<file path="src/rtl/shift_store_window_ctrl_if.sv">
// Stream and window handshake between the window controller, its producer,
// the shift-register store and the window consumer.
interface shift_store_window_ctrl_if #(
    parameter int Bits = 8
);
    logic            in_valid_i;
    logic            in_ready_o;
    logic [Bits-1:0] in_data_i;
    logic            sreg_en_o;
    logic [Bits-1:0] sreg_data_o;
    logic            win_valid_o;
    logic            win_ack_i;

    modport slave (
        input  in_valid_i, in_data_i, win_ack_i,
        output in_ready_o, sreg_en_o, sreg_data_o, win_valid_o
    );

    modport master (
        output in_valid_i, in_data_i, win_ack_i,
        input  in_ready_o, sreg_en_o, sreg_data_o, win_valid_o
    );
endinterface

</file>
<file path="src/rtl/shift_store_window_ctrl.sv">
// Sliding-window controller: fills a Length-deep shift store, presents a window,
// then shifts in Stride words per window until the frame is used up.
module shift_store_window_ctrl #(
    parameter int Bits   = 8,
    parameter int Length = 4,
    parameter int Stride = 1
) (
    input  logic                       clk_i,
    input  logic                       rst_i,
    input  logic                       start_i,
    input  logic                       abort_i,
    input  logic [15:0]                frame_len_i,
    shift_store_window_ctrl_if.slave   bus,
    output logic                       busy_o,
    output logic                       done_o,
    output logic [15:0]                win_count_o
);

    typedef enum logic [2:0] {
        IDLE,
        FILL,
        WINDOW,
        SLIDE,
        DRAIN,
        DONE
    } state_e;

    localparam logic [15:0] LenW    = 16'(Length);
    localparam logic [15:0] StrideW = 16'(Stride);

    state_e      state_q, state_d;
    logic [15:0] len_q, len_d;
    logic [15:0] consumed_q, consumed_d;
    logic [15:0] fill_q, fill_d;
    logic [15:0] slide_q, slide_d;
    logic [15:0] win_count_q, win_count_d;
    logic [15:0] rem;
    logic        acc;
    logic [Bits-1:0] data_w;

    // DRAIN stops offering ready once the frame is used up, so len = 0 takes no word
    assign bus.in_ready_o  = (state_q == FILL) || (state_q == SLIDE) ||
                             ((state_q == DRAIN) && (consumed_q != len_q));
    assign acc             = bus.in_valid_i & bus.in_ready_o;
    assign bus.sreg_en_o   = acc & ((state_q == FILL) || (state_q == SLIDE)) & ~abort_i;
    assign data_w          = bus.in_data_i;
    assign bus.sreg_data_o = data_w;
    assign bus.win_valid_o = (state_q == WINDOW);
    assign busy_o          = (state_q != IDLE);
    assign done_o          = (state_q == DONE);
    assign win_count_o     = win_count_q;
    assign rem             = len_q - consumed_q;

    always_comb begin
        state_d     = state_q;
        len_d       = len_q;
        consumed_d  = consumed_q;
        fill_d      = fill_q;
        slide_d     = slide_q;
        win_count_d = win_count_q;
        case (state_q)
            IDLE: begin
                if (start_i) begin
                    len_d       = frame_len_i;
                    consumed_d  = '0;
                    fill_d      = '0;
                    slide_d     = '0;
                    win_count_d = '0;
                    state_d     = (frame_len_i >= LenW) ? FILL : DRAIN;
                end
            end
            FILL: begin
                if (acc) begin
                    fill_d     = fill_q + 16'd1;
                    consumed_d = consumed_q + 16'd1;
                    if (fill_q + 16'd1 == LenW) state_d = WINDOW;
                end
            end
            WINDOW: begin
                if (bus.win_ack_i) begin
                    win_count_d = win_count_q + 16'd1;
                    if (rem == 16'd0) begin
                        state_d = DONE;
                    end else if (rem < StrideW) begin
                        state_d = DRAIN;
                    end else begin
                        state_d = SLIDE;
                        slide_d = '0;
                    end
                end
            end
            SLIDE: begin
                if (acc) begin
                    slide_d    = slide_q + 16'd1;
                    consumed_d = consumed_q + 16'd1;
                    if (slide_q + 16'd1 == StrideW) state_d = WINDOW;
                end
            end
            DRAIN: begin
                if (consumed_q == len_q) begin
                    state_d = DONE;
                end else if (acc) begin
                    consumed_d = consumed_q + 16'd1;
                    if (consumed_q + 16'd1 == len_q) state_d = DONE;
                end
            end
            DONE:    state_d = IDLE;
            default: state_d = IDLE;
        endcase
        // Abort wins over any accept or ack in the same cycle and leaves counters untouched
        if (abort_i) begin
            state_d     = IDLE;
            len_d       = len_q;
            consumed_d  = consumed_q;
            fill_d      = fill_q;
            slide_d     = slide_q;
            win_count_d = win_count_q;
        end
    end

    always_ff @(posedge clk_i or posedge rst_i) begin
        if (rst_i) begin
            state_q     <= IDLE;
            len_q       <= '0;
            consumed_q  <= '0;
            fill_q      <= '0;
            slide_q     <= '0;
            win_count_q <= '0;
        end else begin
            state_q     <= state_d;
            len_q       <= len_d;
            consumed_q  <= consumed_d;
            fill_q      <= fill_d;
            slide_q     <= slide_d;
            win_count_q <= win_count_d;
        end
    end

endmodule

</file>
<file path="src/flat_wrapper.sv">
// flat-port wrapper written by rule: the top's interface ports become plain ports
module shift_store_window_ctrl_flat 
#(
    parameter int Bits   = 8,
    parameter int Length = 4,
    parameter int Stride = 1
)
  (clk_i, rst_i, start_i, abort_i, frame_len_i, busy_o, done_o, win_count_o, bus_in_valid_i, bus_in_data_i, bus_win_ack_i, bus_in_ready_o, bus_sreg_en_o, bus_sreg_data_o, bus_win_valid_o);
  shift_store_window_ctrl_if #(.Bits(Bits)) bus_i ();
  input  logic clk_i;
  input  logic rst_i;
  input  logic start_i;
  input  logic abort_i;
  input  logic [15:0] frame_len_i;
  output logic busy_o;
  output logic done_o;
  output logic [15:0] win_count_o;
  input wire logic [$bits(bus_i.in_valid_i)-1:0] bus_in_valid_i;
  input wire logic [$bits(bus_i.in_data_i)-1:0] bus_in_data_i;
  input wire logic [$bits(bus_i.win_ack_i)-1:0] bus_win_ack_i;
  output wire logic [$bits(bus_i.in_ready_o)-1:0] bus_in_ready_o;
  output wire logic [$bits(bus_i.sreg_en_o)-1:0] bus_sreg_en_o;
  output wire logic [$bits(bus_i.sreg_data_o)-1:0] bus_sreg_data_o;
  output wire logic [$bits(bus_i.win_valid_o)-1:0] bus_win_valid_o;
  assign bus_i.in_valid_i = bus_in_valid_i;
  assign bus_i.in_data_i = bus_in_data_i;
  assign bus_i.win_ack_i = bus_win_ack_i;
  assign bus_in_ready_o = bus_i.in_ready_o;
  assign bus_sreg_en_o = bus_i.sreg_en_o;
  assign bus_sreg_data_o = bus_i.sreg_data_o;
  assign bus_win_valid_o = bus_i.win_valid_o;
  shift_store_window_ctrl #(.Bits(Bits), .Length(Length), .Stride(Stride)) u_core (.clk_i(clk_i), .rst_i(rst_i), .start_i(start_i), .abort_i(abort_i), .frame_len_i(frame_len_i), .bus(bus_i), .busy_o(busy_o), .done_o(done_o), .win_count_o(win_count_o));
endmodule
</file>
<file path="config.mk">
export PLATFORM = sky130hd
export DESIGN_NAME = shift_store_window_ctrl_flat
export DESIGN_NICKNAME = d
export VERILOG_FILES = /design/src/rtl/shift_store_window_ctrl_if.sv /design/src/rtl/shift_store_window_ctrl.sv /design/src/flat_wrapper.sv
export SDC_FILE = /design/constraint.sdc
export NUM_CORES = 1
export LEC_CHECK = 0
export CORE_AREA = 4 4 114 116
export CTS_BUF_LIST = sky130_fd_sc_hd__clkbuf_2
export DETAILED_ROUTE_END_ITERATION = 16
export DIE_AREA = 0 0 118 120
export DONT_BUFFER_PORTS = 1
export PLACE_DENSITY_LB_ADDON = 0.08
export SLEW_MARGIN = 15
export SYNTH_ARGS = -nofsm -noshare
export SYNTH_HDL_FRONTEND = slang
export SYNTH_SLANG_ARGS = --single-unit
</file>
<file path="constraint.sdc">
create_clock -name clk_i -period 4.5 [get_ports clk_i]
set_clock_uncertainty 0.1 [all_clocks]
set_input_delay 0.45 -clock clk_i [delete_from_list [all_inputs] [get_ports clk_i]]
set_output_delay 0.45 -clock clk_i [all_outputs]
set_load 0.005 [all_outputs]
</file>
==> results.json <==
{
  "drv_cap": 0,
  "cts_hold_buf": 18,
  "clkLatencyLatePin_ps": 610,
  "core_area_sq_um": 11910,
  "drtIter0Drc": 565,
  "fin_nets": 774,
  "cts_made_buffers": 9,
  "cp.buffers_inverters": 1,
  "via_per_inst": 6.411,
  "hpwl_mm": 11.40,
  "grt_pass1_wl_mm": 26.81,
  "h-tree-depth": 3,
  "wl_per_cell_um": 18.09,
  "cts_sinks": 83,
  "die_h_um": 120,
  "finalHoldViolCount": 0,
  "avgSynthCellArea_sq_um": 8.370,
  "syn_inst": 737,
  "crit_top_cell": "nand3_1",
  "grt_pass1_vias": 5312,
  "path_delay_family": "simple AND/OR/NAND/NOR gates",
  "synth-seq-area-share_pct": 33.67,
  "synth-seq-cells": 83,
  "cp.required_ps": 4870,
  "antenna_found_initial": 0,
  "synth_cell_types": 80,
  "row_count": 40,
  "intPower_mw": 1.541,
  "crit_slowest_cell": "nand3_1",
  "cts_root_buffer": "clkbuf_2",
  "vias": 5610,
  "arrival_ps": 3820,
  "clkPwrFrac_pct": 12.6,
  "ir_drop_mv": 0.3088,
  "endpoint_kind": "register",
  "synth-async-reset-ratio_pct": 100.0,
  "drc": 0,
  "synth_edf_count": 0,
  "register_area_sq_um": 2077,
  "rsz0062_at_grt": "no",
  "final_cell_mix": "83 x dfrtp_1, 63 x nand2_1, 63 x o21ai_0",
  "diodes": 0,
  "drive_above_1_share_pct": 7.555,
  "outcome": "complete, no violations",
  "worst_pin_slew_ps": 870.5,
  "multi_input_area_sq_um": 3749,
  "timing.fmax_ghz": 0.2896,
  "p_total_mw": 2.870,
  "cts_tree": "built",
  "gr-usage-all-layers_pct": 23.01,
  "seqPwrFrac_pct": 35.2,
  "ant_nets": 0,
  "worst_hold_slack_ps": 123.8,
  "tns_ps": 0,
  "p_leak_nw": 2.638,
  "cp_cell_sequence": "inv_1 > ha_1 > nand3_1 > nor4_1 > a21oi_1 > or2_2 > nand3_1 > nor2_1 > o21ai_0 > o41ai_1",
  "yosys_warnings": 0,
  "io_pins": 59,
  "switching_power_mw": 1.329,
  "start_util_pct": 51.79,
  "swShare_pct": 46.30,
  "finalWorstPathRequiredPeriod_ps": 3453,
  "port_buffers": 0,
  "p_comb_share_pct": 52.2,
  "critPathKind": "register to register",
  "post-route-period-util_pct": 76.73,
  "powerDensity_nw_per_um2": 446.4,
  "cts_resized": 0,
  "synth_area_sq_um": 6168,
  "grt_max_degree": 45,
  "finalSetupViolCount": 0,
  "die_x_um": 118,
  "n_fill_cell": 1154,
  "drtPass1Iterations": 6,
  "final-max-slew-violation-count": 0,
  "grt_overflow_total": 0,
  "max-slew-margin-rel_pct": 41.96,
  "worst-path-max-fanout": 21,
  "clk_pin_slew_worst_paths_ps": 270,
  "postCtsSetupBuffers": 0,
  "synth_flop_cell": "dfrtp_1",
  "clock_path_buffers": 2,
  "die_area_sq_um": 14160,
  "cpPeakStageDelay_ps": 570,
  "wl_mm": 15.83,
  "syn_nets": 788,
  "hp-class": "input pin to register",
  "critPathLaunchType": "register",
  "syn2layout_area_growth_pct": 4.219,
  "final_common_cell": "dfrtp_1",
  "gp_congestion": 0.9020
}
cells in the mapped netlist, drive strengths merged (4+ instances only):
cell type / n / area share (%)
nand4: 17 / 1.7
o31ai: 16 / 2.2
nor2b: 7 / 0.71
xnor2: 23 / 3.3
nand3: 35 / 3.1
nor3: 20 / 1.9
or3: 7 / 0.73
ha: 20 / 4.1
a2111oi: 5 / 0.71
o21ai: 64 / 5.2
mux2: 17 / 3.2
a21o: 7 / 0.85
a21oi: 64 / 5.4
and3: 12 / 1.2
and4: 6 / 0.85
o41ai: 8 / 1.1
buf: 18 / 1.9
clkbuf: 29 / 1.8
nor4: 14 / 1.9
dfrtp: 83 / 34
nand2: 63 / 3.8
nor2: 60 / 3.7
o211a: 8 / 1.3
xor2: 23 / 3.3
and2: 4 / 0.41
a31oi: 15 / 1.5
inv: 32 / 1.9
nand2b: 7 / 0.71
power groups by stage:
stage / logic (mW) / registers, mW / clock network (mW)
finish: 1.50 / 1.01 / 0.361
global route: 1.67 / 1.03 / 0.410
CTS: 1.49 / 1.01 / 0.375
detailed placement: 1.47 / 1.02 / 0
global placement: 1.45 / 1.02 / 0
floorplan: 1.19 / 0.951 / 0
cells by family after synthesis:
family	Yosys count	share of synthesized area [%]
buffers and inverters	79	5.659
AO/OA/AOI/OAI	223	23.39
adder cells (fa/ha/maj)	21	4.381
AND/OR/NAND/NOR	267	23.04
multiplexers	18	3.326
XOR/XNOR	46	6.531
flip-flops	83	33.67
worst min-delay path, cell delays in order:
cell and delay, ps:
nor4_1 30, buf_4 150, a22o_1 210
per-layer routing:
layer / up-vias / GRT usage (%) / part of all wire [%]
met5: - / 0 / 0
met4: 0 / 9.817 / 3.3
li1: 2682 / - / -
met1: 2716 / 30.59 / 45
met2: 173 / 37.19 / 47
met3: 39 / 3.864 / 4.9
final cells by class:
class                   count  share of cell area (%)
multi-input cells         575                   58.31
clock inverters             7                  0.6617
well taps                 147                   2.861
inverters                  32                   1.888
repair buffers             22                   3.270
flip-flops and latches     83                   32.31
clock buffers               9                  0.7007
sequential cells by signal, indices dropped and copies added, names as in the netlist:
register	count
u_core.consumed_q	16
u_core.fill_q	16
u_core.len_q	16
u_core.slide_q	16
u_core.state_q	3
u_core.win_count_o	16
final timing paths:
path                                                           to  depth (start not counted)  slack [ps]                               from
worst max-delay path             u_core.consumed_q[7]$_DFFE_PP0P_                         10        1050  u_core.consumed_q[12]$_DFFE_PP0P_
worst min register to register  u_core.consumed_q[15]$_DFFE_PP0P_                          1         420  u_core.consumed_q[15]$_DFFE_PP0P_
max in group asynchronous        u_core.consumed_q[4]$_DFFE_PP0P_                          3        3000                              rst_i
worst max register to register   u_core.consumed_q[7]$_DFFE_PP0P_                         10        1050  u_core.consumed_q[12]$_DFFE_PP0P_
min in group asynchronous           u_core.state_q[0]$_DFFE_PP0P_                          2         260                              rst_i
worst min-delay path                u_core.state_q[2]$_DFFE_PP0P_                          3         120                            abort_i
per-stage QoR:
step | cells | instance area (sq um) | setup slack, ps | utilization (%)
floorplan | 737 | 6168 | 1420 | -
global placement | 841 | 6161 | 1102 | 51.72
detailed placement | 841 | 6161 | 1121 | 51.72
CTS | 875 | 6429 | 1037 | 53.97
global route | 875 | 6429 | 705.4 | 53.97
finish | 875 | 6429 | 1047 | 53.97
No activity file was read; power rests on OpenSTA's default activity.
